[config.mk]
export PLATFORM = sky130hd
export DESIGN_NAME = dma_csr_tl_slave_flat
export DESIGN_NICKNAME = d
export VERILOG_FILES = /design/src/rtl/dma_csr_tl_slave_if.sv /design/src/rtl/dma_csr_tl_slave.sv /design/src/flat_wrapper.sv
export SDC_FILE = /design/constraint.sdc
export NUM_CORES = 1
export LEC_CHECK = 0
export ABC_AREA = 1
export CORE_ASPECT_RATIO = 1.25
export CORE_UTILIZATION = 30
export DETAILED_ROUTE_END_ITERATION = 10
export GPL_TIMING_DRIVEN = 0
export PLACE_DENSITY_LB_ADDON = 0.12
export SKIP_CTS_REPAIR_TIMING = 1
export SLEW_MARGIN = 20
export SYNTH_ARGS = -nofsm -noshare
export SYNTH_HDL_FRONTEND = slang
export SYNTH_SLANG_ARGS = --single-unit
export TNS_END_PERCENT = 10
[constraint.sdc]
create_clock -name dmac_clock_i -period 2.1 [get_ports dmac_clock_i]
set_clock_uncertainty 0.15 [all_clocks]
set_input_delay 0.42 -clock dmac_clock_i [delete_from_list [all_inputs] [get_ports dmac_clock_i]]
set_output_delay 0.42 -clock dmac_clock_i [all_outputs]
set_load 0.01 [all_outputs]
[src/rtl/dma_csr_tl_slave_if.sv]
// TL-UL A/D channel bundle between a CPU-side master and the DMA CSR slave.
interface dma_csr_tl_slave_if #(parameter int SOURCE_W = 1);
  logic [2:0]          csr_a_opcode;
  logic [2:0]          csr_a_param;
  logic [3:0]          csr_a_size;
  logic [SOURCE_W-1:0] csr_a_source;
  logic [31:0]         csr_a_address;
  logic [3:0]          csr_a_mask;
  logic [31:0]         csr_a_data;
  logic                csr_a_valid;
  logic                csr_a_ready;
  logic [2:0]          csr_d_opcode;
  logic [1:0]          csr_d_param;
  logic [3:0]          csr_d_size;
  logic [SOURCE_W-1:0] csr_d_source;
  logic                csr_d_denied;
  logic [31:0]         csr_d_data;
  logic                csr_d_corrupt;
  logic                csr_d_valid;
  logic                csr_d_ready;

  modport master (
    output csr_a_opcode, csr_a_param, csr_a_size, csr_a_source, csr_a_address,
           csr_a_mask, csr_a_data, csr_a_valid, csr_d_ready,
    input  csr_a_ready, csr_d_opcode, csr_d_param, csr_d_size, csr_d_source,
           csr_d_denied, csr_d_data, csr_d_corrupt, csr_d_valid
  );

  modport slave (
    input  csr_a_opcode, csr_a_param, csr_a_size, csr_a_source, csr_a_address,
           csr_a_mask, csr_a_data, csr_a_valid, csr_d_ready,
    output csr_a_ready, csr_d_opcode, csr_d_param, csr_d_size, csr_d_source,
           csr_d_denied, csr_d_data, csr_d_corrupt, csr_d_valid
  );
endinterface

[src/rtl/dma_csr_tl_slave.sv]
// TL-UL CSR slave for the single-channel DMA: config registers, start pulse,
// sticky done/error capture and level interrupt.
module dma_csr_tl_slave #(
  parameter int SOURCE_W = 1
) (
  input  logic                   dmac_clock_i,
  input  logic                   dmac_resetn_i,
  dma_csr_tl_slave_if.slave      tl,
  output logic                   dmac_tx_o,
  output logic [31:0]            dmac_source_address_o,
  output logic [31:0]            dmac_dest_address_o,
  output logic [31:0]            dmac_bytes_tx_o,
  output logic [1:0]             dmac_max_size_o,
  input  logic                   dmac_busy_i,
  input  logic                   dmac_done_i,
  input  logic                   dmac_err_i,
  output logic                   irq_o
);

  localparam logic [2:0] OP_PUT_F = 3'd0, OP_PUT_P = 3'd1, OP_GET = 3'd4;
  localparam logic [2:0] D_ACK = 3'd0, D_ACK_DATA = 3'd1;
  localparam logic [2:0] OFF_CTRL = 3'd0, OFF_SRC = 3'd1, OFF_DST = 3'd2,
                         OFF_LEN = 3'd3, OFF_STATUS = 3'd4;

  logic                irq_en_q, irq_en_d;
  logic [1:0]          max_size_q, max_size_d;
  logic [31:0]         src_q, src_d, dst_q, dst_d, len_q, len_d;
  logic                done_st_q, done_st_d, err_st_q, err_st_d;
  logic                done_q, done_d;
  logic                tx_q, tx_d;
  logic                irq_q, irq_d;
  logic                d_valid_q, d_valid_d;
  logic [2:0]          d_opcode_q, d_opcode_d;
  logic [3:0]          d_size_q, d_size_d;
  logic [SOURCE_W-1:0] d_source_q, d_source_d;
  logic                d_denied_q, d_denied_d;
  logic [31:0]         d_data_q, d_data_d;

  logic       eb, accept, is_get, is_put, mapped, locked, denied, wr, done_rise;
  logic [2:0] off;
  logic [31:0] rdata;

  function automatic logic [31:0] merge(input logic [31:0] old_v,
                                        input logic [31:0] new_v,
                                        input logic [3:0]  mask);
    logic [31:0] r;
    r = old_v;
    for (int b = 0; b < 4; b++)
      if (mask[b]) r[b*8 +: 8] = new_v[b*8 +: 8];
    return r;
  endfunction

  // The start pulse counts as busy so a second START cannot slip in before
  // the core raises its own busy.
  assign eb        = dmac_busy_i | tx_q;
  assign accept    = tl.csr_a_valid & ~d_valid_q;
  assign off       = tl.csr_a_address[4:2];
  assign is_get    = (tl.csr_a_opcode == OP_GET);
  assign is_put    = (tl.csr_a_opcode == OP_PUT_F) | (tl.csr_a_opcode == OP_PUT_P);
  assign mapped    = (off <= OFF_STATUS);
  assign locked    = is_put & (off != OFF_STATUS) & eb;
  assign denied    = ~(is_get | is_put) | ~mapped | locked;
  assign wr        = accept & is_put & ~denied;
  assign done_rise = dmac_done_i & ~done_q;

  always_comb begin
    rdata = '0;
    case (off)
      OFF_CTRL:   rdata = {28'd0, max_size_q, irq_en_q, 1'b0};
      OFF_SRC:    rdata = src_q;
      OFF_DST:    rdata = dst_q;
      OFF_LEN:    rdata = len_q;
      OFF_STATUS: rdata = {29'd0, err_st_q, done_st_q, eb};
      default:    rdata = '0;
    endcase
  end

  always_comb begin
    irq_en_d   = irq_en_q;
    max_size_d = max_size_q;
    src_d      = src_q;
    dst_d      = dst_q;
    len_d      = len_q;
    done_st_d  = done_st_q;
    err_st_d   = err_st_q;
    done_d     = dmac_done_i;
    tx_d       = 1'b0;
    irq_d      = irq_en_q & (done_st_q | err_st_q);
    d_valid_d  = d_valid_q;
    d_opcode_d = d_opcode_q;
    d_size_d   = d_size_q;
    d_source_d = d_source_q;
    d_denied_d = d_denied_q;
    d_data_d   = d_data_q;

    if (d_valid_q & tl.csr_d_ready) d_valid_d = 1'b0;

    if (accept) begin
      d_valid_d  = 1'b1;
      d_opcode_d = is_get ? D_ACK_DATA : D_ACK;
      d_size_d   = tl.csr_a_size;
      d_source_d = tl.csr_a_source;
      d_denied_d = denied;
      d_data_d   = (is_get & ~denied) ? rdata : 32'd0;
    end

    if (wr) begin
      case (off)
        OFF_CTRL: if (tl.csr_a_mask[0]) begin
          irq_en_d   = tl.csr_a_data[1];
          max_size_d = tl.csr_a_data[3:2];
          tx_d       = tl.csr_a_data[0];
        end
        OFF_SRC: src_d = merge(src_q, tl.csr_a_data, tl.csr_a_mask);
        OFF_DST: dst_d = merge(dst_q, tl.csr_a_data, tl.csr_a_mask);
        OFF_LEN: len_d = merge(len_q, tl.csr_a_data, tl.csr_a_mask);
        OFF_STATUS: if (tl.csr_a_mask[0]) begin
          if (tl.csr_a_data[1]) done_st_d = 1'b0;
          if (tl.csr_a_data[2]) err_st_d  = 1'b0;
        end
        default: ;
      endcase
    end

    // Capture after the W1C so a coincident completion is never lost.
    if (done_rise) begin
      done_st_d = 1'b1;
      if (dmac_err_i) err_st_d = 1'b1;
    end
  end

  always_ff @(posedge dmac_clock_i or negedge dmac_resetn_i) begin
    if (!dmac_resetn_i) begin
      irq_en_q   <= 1'b0;
      max_size_q <= '0;
      src_q      <= '0;
      dst_q      <= '0;
      len_q      <= '0;
      done_st_q  <= 1'b0;
      err_st_q   <= 1'b0;
      done_q     <= 1'b0;
      tx_q       <= 1'b0;
      irq_q      <= 1'b0;
      d_valid_q  <= 1'b0;
      d_opcode_q <= '0;
      d_size_q   <= '0;
      d_source_q <= '0;
      d_denied_q <= 1'b0;
      d_data_q   <= '0;
    end else begin
      irq_en_q   <= irq_en_d;
      max_size_q <= max_size_d;
      src_q      <= src_d;
      dst_q      <= dst_d;
      len_q      <= len_d;
      done_st_q  <= done_st_d;
      err_st_q   <= err_st_d;
      done_q     <= done_d;
      tx_q       <= tx_d;
      irq_q      <= irq_d;
      d_valid_q  <= d_valid_d;
      d_opcode_q <= d_opcode_d;
      d_size_q   <= d_size_d;
      d_source_q <= d_source_d;
      d_denied_q <= d_denied_d;
      d_data_q   <= d_data_d;
    end
  end

  assign tl.csr_a_ready    = ~d_valid_q;
  assign tl.csr_d_valid    = d_valid_q;
  assign tl.csr_d_opcode   = d_opcode_q;
  assign tl.csr_d_param    = 2'd0;
  assign tl.csr_d_size     = d_size_q;
  assign tl.csr_d_source   = d_source_q;
  assign tl.csr_d_denied   = d_denied_q;
  assign tl.csr_d_data     = d_data_q;
  assign tl.csr_d_corrupt  = 1'b0;

  assign dmac_tx_o             = tx_q;
  assign dmac_source_address_o = src_q;
  assign dmac_dest_address_o   = dst_q;
  assign dmac_bytes_tx_o       = len_q;
  assign dmac_max_size_o       = max_size_q;
  assign irq_o                 = irq_q;

  logic unused_sig;
  assign unused_sig = ^{tl.csr_a_param, tl.csr_a_address[31:5], tl.csr_a_address[1:0]};

endmodule
[src/flat_wrapper.sv]
// flat-port wrapper written by rule: the top's interface ports become plain ports
module dma_csr_tl_slave_flat 
#(
  parameter int SOURCE_W = 1
)
  (dmac_clock_i, dmac_resetn_i, dmac_tx_o, dmac_source_address_o, dmac_dest_address_o, dmac_bytes_tx_o, dmac_max_size_o, dmac_busy_i, dmac_done_i, dmac_err_i, irq_o, tl_csr_a_opcode, tl_csr_a_param, tl_csr_a_size, tl_csr_a_source, tl_csr_a_address, tl_csr_a_mask, tl_csr_a_data, tl_csr_a_valid, tl_csr_d_ready, tl_csr_a_ready, tl_csr_d_opcode, tl_csr_d_param, tl_csr_d_size, tl_csr_d_source, tl_csr_d_denied, tl_csr_d_data, tl_csr_d_corrupt, tl_csr_d_valid);
  dma_csr_tl_slave_if #(.SOURCE_W(SOURCE_W)) tl_i ();
  input  logic dmac_clock_i;
  input  logic dmac_resetn_i;
  output logic dmac_tx_o;
  output logic [31:0] dmac_source_address_o;
  output logic [31:0] dmac_dest_address_o;
  output logic [31:0] dmac_bytes_tx_o;
  output logic [1:0] dmac_max_size_o;
  input  logic dmac_busy_i;
  input  logic dmac_done_i;
  input  logic dmac_err_i;
  output logic irq_o;
  input wire logic [$bits(tl_i.csr_a_opcode)-1:0] tl_csr_a_opcode;
  input wire logic [$bits(tl_i.csr_a_param)-1:0] tl_csr_a_param;
  input wire logic [$bits(tl_i.csr_a_size)-1:0] tl_csr_a_size;
  input wire logic [$bits(tl_i.csr_a_source)-1:0] tl_csr_a_source;
  input wire logic [$bits(tl_i.csr_a_address)-1:0] tl_csr_a_address;
  input wire logic [$bits(tl_i.csr_a_mask)-1:0] tl_csr_a_mask;
  input wire logic [$bits(tl_i.csr_a_data)-1:0] tl_csr_a_data;
  input wire logic [$bits(tl_i.csr_a_valid)-1:0] tl_csr_a_valid;
  input wire logic [$bits(tl_i.csr_d_ready)-1:0] tl_csr_d_ready;
  output wire logic [$bits(tl_i.csr_a_ready)-1:0] tl_csr_a_ready;
  output wire logic [$bits(tl_i.csr_d_opcode)-1:0] tl_csr_d_opcode;
  output wire logic [$bits(tl_i.csr_d_param)-1:0] tl_csr_d_param;
  output wire logic [$bits(tl_i.csr_d_size)-1:0] tl_csr_d_size;
  output wire logic [$bits(tl_i.csr_d_source)-1:0] tl_csr_d_source;
  output wire logic [$bits(tl_i.csr_d_denied)-1:0] tl_csr_d_denied;
  output wire logic [$bits(tl_i.csr_d_data)-1:0] tl_csr_d_data;
  output wire logic [$bits(tl_i.csr_d_corrupt)-1:0] tl_csr_d_corrupt;
  output wire logic [$bits(tl_i.csr_d_valid)-1:0] tl_csr_d_valid;
  assign tl_i.csr_a_opcode = tl_csr_a_opcode;
  assign tl_i.csr_a_param = tl_csr_a_param;
  assign tl_i.csr_a_size = tl_csr_a_size;
  assign tl_i.csr_a_source = tl_csr_a_source;
  assign tl_i.csr_a_address = tl_csr_a_address;
  assign tl_i.csr_a_mask = tl_csr_a_mask;
  assign tl_i.csr_a_data = tl_csr_a_data;
  assign tl_i.csr_a_valid = tl_csr_a_valid;
  assign tl_i.csr_d_ready = tl_csr_d_ready;
  assign tl_csr_a_ready = tl_i.csr_a_ready;
  assign tl_csr_d_opcode = tl_i.csr_d_opcode;
  assign tl_csr_d_param = tl_i.csr_d_param;
  assign tl_csr_d_size = tl_i.csr_d_size;
  assign tl_csr_d_source = tl_i.csr_d_source;
  assign tl_csr_d_denied = tl_i.csr_d_denied;
  assign tl_csr_d_data = tl_i.csr_d_data;
  assign tl_csr_d_corrupt = tl_i.csr_d_corrupt;
  assign tl_csr_d_valid = tl_i.csr_d_valid;
  dma_csr_tl_slave #(.SOURCE_W(SOURCE_W)) u_core (.dmac_clock_i(dmac_clock_i), .dmac_resetn_i(dmac_resetn_i), .tl(tl_i), .dmac_tx_o(dmac_tx_o), .dmac_source_address_o(dmac_source_address_o), .dmac_dest_address_o(dmac_dest_address_o), .dmac_bytes_tx_o(dmac_bytes_tx_o), .dmac_max_size_o(dmac_max_size_o), .dmac_busy_i(dmac_busy_i), .dmac_done_i(dmac_done_i), .dmac_err_i(dmac_err_i), .irq_o(irq_o));
endmodule
Yosys cells after proc, flatten, opt, wreduce, memory -nomap -nowiden
Index checks and enable logic that the tools add are counted.
{"block": "word_totals", "reg_bits": 146, "out_inout_bits": 146, "wordCells": 93}
{"block": "op_classes", "order_cmp": 1, "n_eq_ne": 7, "n_mux": 19, "bitwise_logic": 20, "n_reduce_logical": 21}
{"op": "case mux 32 bit (5 select lines)", "count": 1}
{"op": "AND reduction 3 bit", "count": 13}
{"op": "2-to-1 mux 32 bit", "count": 1}
{"op": "2-to-1 mux 1 bit", "count": 17}
{"op": "nonzero test 2 bit", "count": 5}
{"op": "bitwise AND 1 bit", "count": 9}
{"op": "== test 3 x 1 -> 1 bit (second input constant)", "count": 2}
{"op": "== test 3 x 2 -> 1 bit (second input constant)", "count": 2}
{"op": "== test 3 bit (second input constant)", "count": 2}
{"op": "zero test 3 bit", "count": 2}
{"op": "bitwise OR 1 bit", "count": 6}
{"op": "NOT 1 bit", "count": 5}
{"op": "AND reduction 4 bit", "count": 1}
{"op": "<= comparator 3 bit (second input constant)", "count": 1}
{"op": "!= test 3 bit (second input constant)", "count": 1}

Longest topological paths before layout
Gate-level depths: netlist (run 1).
{"block": "logic_depth", "word_depth": 11, "depth_mapped": 9}

Worst setup path before layout (run 1)
No wires, ideal clock.
{"block": "synth_timing", "path_kind": "register to register", "start": "register u_core.d_valid_q, in the netlist u_core.tl.csr_d_valid", "end": "register u_core.src_q[10], in the netlist u_core.dmac_source_address_o[10]", "setup_ns": 0.117, "arrival_ns": 1.474, "required_ns": 1.833, "path_slack_ns": 0.359, "path_stages_with_launch": 10, "path_buffers": 1, "period_less_slack_ns": 1.741, "cell_sequence": "dfrtp_1 inv_2 nand2_1 inv_2 nand2_1 nor2_4 buf_4 nand2_1 nand2_1 nand2_1"}
{"block": "synth_via", "elab_chain_cells": 5}
{"element": "start: declaration", "line_no": "dma_csr_tl_slave.sv:32", "text": "logic d_valid_q, d_valid_d;"}
{"element": "start signal: assignment", "line_no": "dma_csr_tl_slave.sv:161", "text": "d_valid_q <= d_valid_d;"}
{"element": "NOT 1 bit"}
{"element": "net tl_csr_a_ready", "line_no": "flat_wrapper.sv:28", "text": "output wire logic [$bits(tl_i.csr_a_ready)-1:0] tl_csr_a_ready;"}
{"element": "bitwise AND 1 bit", "line_no": "dma_csr_tl_slave.sv:56", "text": "assign accept = tl.csr_a_valid & ~d_valid_q;"}
{"element": "bitwise AND 1 bit (2 in series)", "line_no": "dma_csr_tl_slave.sv:63", "text": "assign wr = accept & is_put & ~denied;"}
{"element": "AND reduction 3 bit (no source line)"}
{"element": "end signal: assignment", "line_no": "dma_csr_tl_slave.sv:153", "text": "src_q <= src_d;"}
{"element": "end: declaration", "line_no": "dma_csr_tl_slave.sv:27", "text": "logic [31:0] src_q, src_d, dst_q, dst_d, len_q, len_d;"}
The timed path passes the listed nets, and every way through them passes these cells.
A chain may end at the register's enable or synchronous reset.

Worst setup path in the final report (run 1)
{"block": "layout_timing", "start": "register u_core.src_q[31], in the netlist u_core.dmac_source_address_o[31]", "end": "output dmac_source_address_o[31]"}
{"element": "end: declaration", "line_no": "flat_wrapper.sv:11", "text": "output logic [31:0] dmac_source_address_o;"}
No word-level cell between the ends.

==> results of run 1 <==
layer usage:
| metal | part of all wire (%) | wire length (um) |
|---|---|---|
| met5 | 0 | 0 |
| met4 | 1.5 | 354 |
| met3 | 5.0 | 1140 |
| met2 | 50 | 11400 |
| met1 | 43 | 9890 |
where the power goes:
group | switching (mW) | internal [mW] | leakage [nW] | total [mW]
Combinational | 0.402 | 0.342 | 2.50 | 0.744
Clock | 1.19 | 2.20 | 0.316 | 3.39
Sequential | 0.0750 | 2.87 | 1.98 | 2.94
sequential cells by signal, indices dropped and copies added, names as in the netlist:
signal and count:
u_core.done_st_q 1, u_core.tl.csr_d_data 32, u_core.tl.csr_d_source 1, u_core.tl.csr_d_denied 1, u_core.dmac_source_address_o 32, u_core.done_q 1
u_core.err_st_q 1, u_core.irq_o 1, u_core.dmac_max_size_o 2, u_core.dmac_bytes_tx_o 32, u_core.tl.csr_d_valid 1, u_core.tl.csr_d_size 4
u_core.dmac_dest_address_o 32, u_core.tl.csr_d_opcode 1, u_core.dmac_tx_o 1, u_core.irq_en_q 1
cell families (layout without fill, tap and decap cells):
family	count (synthesis)	in the layout	share of synthesized area [%]
flip-flops	144	144	55.5
AO/OA/AOI/OAI	23	23	1.83
AND/OR/NAND/NOR	565	565	37.0
other	1	5	0.0578
buffers and inverters	68	305	5.57
placed cells by master (no fill, tap or decap), types with 2 or more instances in the layout:
master / count
buf_2: 2
buf_4: 17
buf_6: 8
buf_8: 4
bufinv_16: 5
clkbuf_1: 12
clkbuf_16: 17
clkbuf_2: 12
clkbuf_4: 2
clkbuf_8: 3
clkdlybuf4s50_1: 189
clkinv_4: 2
conb_1: 5
dfrtp_1: 144
dlymetal6s2s_1: 2
inv_1: 19
inv_2: 6
nand2_1: 406
nand2_2: 9
nand3_1: 85
nand3_2: 5
nand3_4: 3
nand4_1: 37
nor2_1: 9
nor2_2: 4
nor2_4: 4
nor3_4: 2
o21ai_0: 4
o21ai_1: 16
path summary, 6_finish.rpt:
| kind | endpoint | slack (ns) | cells after the start |
|---|---|---|---|
| setup reg to reg | u_core.dmac_dest_address_o[7]$_DFFE_PN0P_ | 0.16 | 10 |
| max in group asynchronous | u_core.dmac_dest_address_o[9]$_DFFE_PN0P_ | 0.63 | 3 |
| setup / recovery | dmac_source_address_o[31] | 0.12 | 1 |
| min in group asynchronous | u_core.dmac_dest_address_o[27]$_DFFE_PN0P_ | 0.35 | 2 |
| hold / removal | u_core.dmac_tx_o$_DFF_PN0_ | 0.27 | 3 |
| hold reg to reg | u_core.tl.csr_d_data[6]$_DFFE_PN0N_ | 0.32 | 2 |
cell type report:
| type | instances | area, um2 | area share [%] |
|---|---|---|---|
| Tap cell | 274 | 343 | 3.54 |
| Multi-Input combinational cell | 593 | 2620 | 27.1 |
| Clock inverter | 9 | 180 | 1.86 |
| Timing Repair Buffer | 206 | 2080 | 21.4 |
| Buffer | 43 | 299 | 3.09 |
| Clock buffer | 22 | 474 | 4.89 |
| Sequential cell | 144 | 3600 | 37.2 |
| Inverter | 25 | 93.8 | 0.968 |
metrics by stage:
step	power, mW	hold WS (ns)	setup WS (ns)	setup TNS, ns
floorplan	3.23	-0.0256	0.359	0
global placement	3.71	0.314	-5.80	-917.42
detailed placement	3.72	0.225	-0.914	-79.65
CTS	7.13	-0.233	-0.480	-22.69
global route	7.34	0.297	0.0125	0
finish	7.07	0.266	0.125	0
==> metrics.cfg, run 1 <==
[setup_path]
critPathTopFamily=buffers and inverters
critPathKind=flop to output port
path_buf_inv=1
startpoint_type=flop
worstPathArrival_ns=1.41
cp_cell_sequence=clkdlybuf4s50_1
required_ns=1.53
startpoint=u_core.dmac_source_address_o[31]$_DFFE_PN0P_
slowest_stage=clkdlybuf4s50_1
cp-end-kind=output port
crit_fanout=3
timing.rr.start=u_core.tl.csr_d_valid$_DFFE_PN0P_
slowest_delay_ns=0.60

[cells_and_area]
diodes=0
fin_area_um2=9690
finalNetCount=1116
postLayoutCoreUtil_pct=46.1
instances_no_fill=1316
nFillCells=2125
drive_gt1_share_pct=10.6
syn_to_final_growth_pct=49.4

[synthesis]
async_flop_share_pct=100
yosysMostFrequentCell=nand2_1
synth.cell_area_um2=6490
synth_seq_cells=144
synth_flop_cell=dfrtp_1
ys_seq_area_share_pct=55.5
synth_area_per_cell_um2=8.10
synth_area_leaders=dfrtp_1 (56%), nand2_1 (24%), nand3_1 (6.9%), nand4_1 (3.6%), buf_6 (1.7%)
synth_common_cells=nand2_1 (412), dfrtp_1 (144), nand3_1 (89)
synth-edff-count=0
netlist_instances=801
ys_warn_count=0
synth_top_area_cell=dfrtp_1
synth_cell_types=23
yosysTopAreaCellShare_pct=55.5

[worst_hold_path]
min_from=tl_csr_a_mask[0]
hp-class=input pin to flop

[route]
drc=0
vias=6221
post_drt_wl_per_cell_um=17.4
firstDrtPassIters=5
avgViaCountPerCell=4.73
drt_iter0_markers=330
wl_um=22800
ant_nets=0

[floorplanning]
dieArea_um2=22200
die_h_um=166
start_util_pct=30.8
dieWidth_um=134
io_pins=232
fp-row-count=59
core_um2=21000

[sta]
finalHoldViolations=0
period_needed_ns=1.98
period_share_pct=94.1
fmax_mhz=506
tightest_slew_ns=0.612
relSlewSlack_pct=59.2
maxSlewViolCount=0
setup_violations=0
rsz0062_at_grt=no

[placed_design]
gp_congestion=0.766
placed_area_um2=8800
dpl.cell_count=1272
hpwl_um=16200
portBuffers=192

[cts]
clk_pin_slew_ns=0.06
cts_tree=done
h-tree-depth=4
cts.sinks=144
cts_buffers=17
clk_path_buf_depth=2
clockRootBuffer=clkbuf_16
clk_latency_ns=0.42

[flow_run]
cap_viol_max_count=0

[power_and_ir_drop]
power_density_nw_per_um2=730
power_leakage_nw=4.79
ir_worst_vdd_v=0.000535

[global_routing]
grt_use_total_pct=21.3
antenna_found_initial=0
use_met2_pct=36.2
grt.met1_usage_pct=27.6
met3_usage_pct=3.23
grt_pass1_vias=6153
grt_pass1_wl_um=35800
busiest_layer=met2
grt_max_degree=91
grt-ovfl-total=0

[status]
status=complete, no violations

No activity file was read; power rests on OpenSTA's default activity.
==> run 2: changes to the inputs <==
--- a/config.mk
+++ b/config.mk
@@ -6,7 +6,7 @@
 export NUM_CORES = 1
 export LEC_CHECK = 0
 export ABC_AREA = 1
-export CORE_ASPECT_RATIO = 1.25
+export CORE_MARGIN = 3
 export CORE_UTILIZATION = 30
 export DETAILED_ROUTE_END_ITERATION = 10
 export GPL_TIMING_DRIVEN = 0
==> run 2 against run 1 <==
Net effect: worst hold slack worse by 0.017 ns; critical path type unchanged; critical endpoint is now dmac_max_size_o[1]; setup slack worse by 0.0012 ns; via count down 0.42%; largest power group unchanged; sequential power about the same; maximum frequency about the same.
==> metrics.cfg, run 2 (same netlist as run 1, synthesis figures left out) <==
[status]
status=complete, no violations  ; unchanged

[setup_path]
critPathTopFamily=buffers and inverters  ; unchanged
path_buf_inv=1  ; unchanged
slowest_delay_ns=0.61  ; was 0.60 ns
required_ns=1.53  ; about the same
r2r_cells=10  ; unchanged
reg2reg_slack_ns=0.16  ; about the same
cp_cell_sequence=clkdlybuf4s50_1  ; unchanged
startpoint_type=flop  ; unchanged
worstPathArrival_ns=1.41  ; about the same
crit_fanout=3  ; unchanged
slowest_stage=clkdlybuf4s50_1  ; unchanged
critPathKind=flop to output port  ; unchanged
cp.depth=1  ; unchanged
cp-end-kind=output port  ; unchanged

[cells_and_area]
fin_area_um2=9660  ; was 9690 um2
final_cell_mix=nand2_1 (409), clkdlybuf4s50_1 (189), dfrtp_1 (144)  ; was nand2_1 (406), clkdlybuf4s50_1 (189), dfrtp_1 (144)
nFillCells=2179  ; was 2,125
final_common_cell=nand2_1  ; unchanged
diodes=0  ; unchanged
syn_to_final_growth_pct=48.9  ; was 49.4%
drive_gt1_share_pct=10.0  ; was 10.6%
finalNetCount=1113  ; was 1,116
seq_area_um2=3600  ; unchanged
multi_input_area_um2=2610  ; was 2620 um2
postLayoutCoreUtil_pct=45.7  ; was 46.1%

[cts]
cts_buffers=17  ; unchanged
cts_tree=done  ; unchanged
clk_pin_slew_ns=0.06  ; about the same
clockRootBuffer=clkbuf_16  ; unchanged
h-tree-depth=4  ; unchanged
clk_path_buf_depth=2  ; unchanged
cts.sinks=144  ; unchanged
clk_latency_ns=0.42  ; about the same

[floorplanning]
die_h_um=153  ; was 166 um
core_um2=21200  ; was 21,000 um2
dieWidth_um=153  ; was 134 um
io_pins=232  ; unchanged
start_util_pct=30.7  ; was 30.8%
fp-row-count=53  ; was 59
dieArea_um2=23400  ; was 22,200 um2

[power_and_ir_drop]
power_leakage_nw=4.78  ; was 4.79 nW
swShare_pct=23.7  ; was 23.5%
power_density_nw_per_um2=733  ; was 730 nW/um2
seq_power_share_pct=41.5  ; was 41.6%
pwr-share-clk_pct=48.0  ; was 47.9%
power.total_mw=7.08  ; was 7.07 mW
ir_worst_vdd_v=0.000484  ; was 0.000535 V
p_comb_share_pct=10.5  ; about the same
switchingPower_mw=1.68  ; was 1.66 mW
internal_power_mw=5.40  ; was 5.41 mW

[sta]
fmax_mhz=506  ; about the same
setup_violations=0  ; unchanged
period_needed_ns=1.98  ; about the same
tightest_slew_ns=0.624  ; was 0.612 ns
relSlewSlack_pct=58.4  ; was 59.2%
whs_ns=0.249  ; was 0.266 ns
rsz0062_at_grt=no  ; unchanged
period_share_pct=94.1  ; about the same
finalSetupTns_ns=0  ; unchanged
maxSlewViolCount=0  ; unchanged
finalHoldViolations=0  ; unchanged

[flow_run]
cap_viol_max_count=0  ; unchanged

[route]
drt_iter0_markers=311  ; was 330
drc=0  ; unchanged
avgViaCountPerCell=4.72  ; was 4.73
wl_um=23400  ; was 22,800 um
post_drt_wl_per_cell_um=17.8  ; was 17.4 um
ant_nets=0  ; unchanged
vias=6195  ; was 6,221
firstDrtPassIters=5  ; unchanged

[global_routing]
busiest_layer=met2  ; unchanged
grt_pass1_wl_um=36800  ; was 35,800 um
antenna_found_initial=0  ; unchanged
grt.met1_usage_pct=27.5  ; was 27.6%
grt_pass1_vias=6358  ; was 6,153
use_met2_pct=32.6  ; was 36.2%
grt_use_total_pct=20.2  ; was 21.3%
met3_usage_pct=4.98  ; was 3.23%
grt-ovfl-total=0  ; unchanged
grt_max_degree=76  ; was 91

[placed_design]
gp_congestion=0.805  ; was 0.766
hpwl_um=16400  ; was 16,200 um
portBuffers=192  ; unchanged
placed_area_um2=8800  ; about the same

[worst_hold_path]
hp-class=input pin to flop  ; unchanged
holdPathStages=3  ; unchanged

run 2: cell count changes in the layout (fill, tap and decap cells not counted), sizes merged:
cell and change:
inv +1, clkinv -1, clkbuf -4
run 2: final timing paths:
path	endpoint	from
hold / removal	u_core.dmac_tx_o$_DFF_PN0_	tl_csr_a_mask[0]
hold reg to reg	u_core.tl.csr_d_data[1]$_DFFE_PN0N_	u_core.tl.csr_d_data[1]$_DFFE_PN0N_
max in group asynchronous	u_core.dmac_dest_address_o[21]$_DFFE_PN0P_	dmac_resetn_i
min in group asynchronous	u_core.dmac_dest_address_o[6]$_DFFE_PN0P_	dmac_resetn_i
setup / recovery	dmac_max_size_o[1]	u_core.dmac_max_size_o[1]$_DFFE_PN0P_
setup reg to reg	u_core.dmac_bytes_tx_o[14]$_DFFE_PN0P_	u_core.tl.csr_d_valid$_DFFE_PN0P_
run 2: area by class of cell:
type	count	area share [%]
multi-input cells	593	27.0
clock buffers	21	4.87
clock inverters	9	1.86
inverters	25	0.997
plain buffers	43	3.26
repair buffers	203	21.1
well taps	275	3.56
flip-flops and latches	144	37.3
run 2: power by group through the flow:
stage / combinational, mW / clock [mW] / sequential (mW)
2_1_floorplan: 0.214 / 0 / 3.02
3_3_place_gp: 0.724 / 0 / 2.99
3_5_place_dp: 0.736 / 0 / 2.99
4_1_cts: 0.738 / 3.46 / 2.94
5_1_grt: 0.819 / 3.57 / 2.95
6_report: 0.741 / 3.40 / 2.94
run 2: metal layers:
metal / up-vias / wire, um
li1: 3009 / -
met1: 2976 / 10800
met2: 187 / 10900
met3: 23 / 1370
met4: 0 / 312
met5: - / 0
run 2: metrics by stage:
stage | worst slack [ns] | std cells
2_1_floorplan | 0.359 | 805
3_3_place_gp | -5.85 | 1272
3_5_place_dp | -0.795 | 1273
4_1_cts | -0.382 | 1303
5_1_grt | 0.0177 | 1313
6_report | 0.123 | 1313
==> edit: new RTL, config.mk and constraints of run 1 <==
`d_data_q` no longer has a reset.
--- a/src/rtl/dma_csr_tl_slave.sv
+++ b/src/rtl/dma_csr_tl_slave.sv
@@ -148,3 +148,2 @@
       d_denied_q <= 1'b0;
-      d_data_q   <= '0;
     end else begin
@@ -165,4 +164,7 @@
       d_denied_q <= d_denied_d;
-      d_data_q   <= d_data_d;
     end
+  end
+
+  always_ff @(posedge dmac_clock_i) begin
+    d_data_q <= d_data_d;
   end
Formal check against the unedited RTL: not equivalent (Yosys sat finds a counterexample within 4 cycles, from zero or initial values and one cycle with dmac_resetn_i low).
==> edit against run 1 <==
The flow now finishes with violations (negative setup slack). Synthesized area down 3.6%. Maximum frequency down 7.0%. Wire length up 1.1%. Power up 9.7%. Design area down 2.8%. Combinational power up 41%. Sequential cell count unchanged. Non-clock buffer count down 16. Utilization up 0.45 points. Register-to-register slack worse by 30 ps. Setup slack worse by 150 ps.
==> edit: results (changes against run 1) <==
stage	metric	value	unit	change
routing	vias	5901		-5.1%
finish	regArea	0.00376	mm²	+4.4%
power_and_ir_drop	p_leak	4.23	nW	-12%
finish	layout-drive-gt1-share	10.4	%	-0.20 points
synthesis	synth.area.top_cells	dfrtp_1 45%, nand2_1 20%, edfxtp_1 15%, nand3_1 5.8%, nand4_1 3.8%		
run_status	outcome	finished with violations		
power_and_ir_drop	comb_power_share	13.5	%	+3.0 points
placed_design	port_buffers	191		-0.52%
sta	finalWorstSetupSlack	-24.0	ps	-149 ps
placed_design	place_area	0.00855	mm²	-2.8%
power_and_ir_drop	power_frac_seq	41.1	%	-0.5 points
global_routing	gr-usage-all-layers	21.9	%	+0.63 points
power_and_ir_drop	power.density	824	mW/mm²	+13%
power_and_ir_drop	ir_worst_vdd	0.546	mV	+2.0%
finish	final_cells	1217		-7.5%
synthesis	ys_top_cells_by_count	332 x nand2_1, 112 x dfrtp_1, 73 x nand3_1		
global_routing	grt_max_degree	64		-30%
synthesis	synth_edf_count	32		+32
synthesis	synthCells	710		-11%
synthesis	synth_top_area_cell	dfrtp_1		
synthesis	yosys_warnings	0		unchanged
placed_design	dp_slack	-926	ps	-12.0 ps
sta	max_slew.worst_pin.slew	639	ps	+27.5 ps
sta	setup_viol	11		+11
global_routing	grt_pass1_vias	5642		-8.3%
placed_design	gp_congestion	0.773		+0.94%
synthesis	synthArstFlopShare	77.8	%	-22 points
sta	tns	-164	ps	-164 ps
run_status	violations	negative setup slack		
placed_design	dp_hpwl	15.6	mm	-3.6%
routing	wl_per_cell	19.0	µm	+9.3%
routing	drtIter0Drc	389		+18%
power_and_ir_drop	swShare	24.9	%	+1.4 points
synthesis	ys_seq_area_share	60.2	%	+4.6 points
finish	fill_cells	1998		-6.0%
finish	nets	1019		-8.7%
global_routing	grt_pass1_wl	34.8	mm	-2.8%
hold_path	min_path_type	flip-flop to flip-flop		
-- edit: changes by cell type in the layout (fill, tap and decap cells not counted), moves of 5 or more --
cell	delta
a31oi_1	+29
buf_2	+9
buf_4	-6
buf_6	-6
clkbuf_1	-6
clkbuf_2	-5
dfrtp_1	-32
edfxtp_1	+32
nand2_1	-77
nand3_1	-13
o21ai_1	-16
-- edit: layout make-up --
class,instances,area share (%)
diodes,1,0.0266
plain buffers,36,2.27
clock buffers,20,4.74
clock inverters,12,2.44
inverters,20,0.930
multi-input cells,515,24.8
flip-flops and latches,144,40.0
well taps,270,3.59
repair buffers,197,21.0
repair inverters,2,0.186
-- edit: logic make-up after synthesis --
logic type             after synthesis  share of synthesized area, %
AOI/OAI and AO/OA                   36                          3.70
and+or+nand+nor                    473                          32.0
DFF                                144                          60.2
buffers and inverters               56                          4.04
other                                1                        0.0600
-- edit: metal layers --
layer,global-route usage (%),up-vias,wire (µm)
li1,-,2814,-
met4,7.70,0,476
met1,29.3,2854,10100
met5,0,-,0
met3,3.79,39,1130
met2,35.8,194,11400
-- edit: worst paths after layout --
path | start | endpoint | slack [ps] | cells past startpoint
hold reg to reg | u_core.done_q | u_core.done_st_q | 310 | 1
hold / removal | u_core.done_q | u_core.done_st_q | 310 | 1
max in group asynchronous | dmac_resetn_i | u_core.dmac_bytes_tx_o[17] | 740 | 3
setup reg to reg | u_core.tl.csr_d_valid | u_core.dmac_bytes_tx_o[15] | 130 | 9
setup / recovery | tl_csr_a_address[4] | u_core.dmac_dest_address_o[17] | -20 | 7
min in group asynchronous | dmac_resetn_i | u_core.dmac_dest_address_o[4] | 340 | 2
-- edit: critical path, stage by stage --
cell and delay, ps:
clkdlybuf4s50_1 540, inv_1 170, nand3_2 260, nor2_2 470
nand2_2 250, nand2_1 120, nand2_1 50
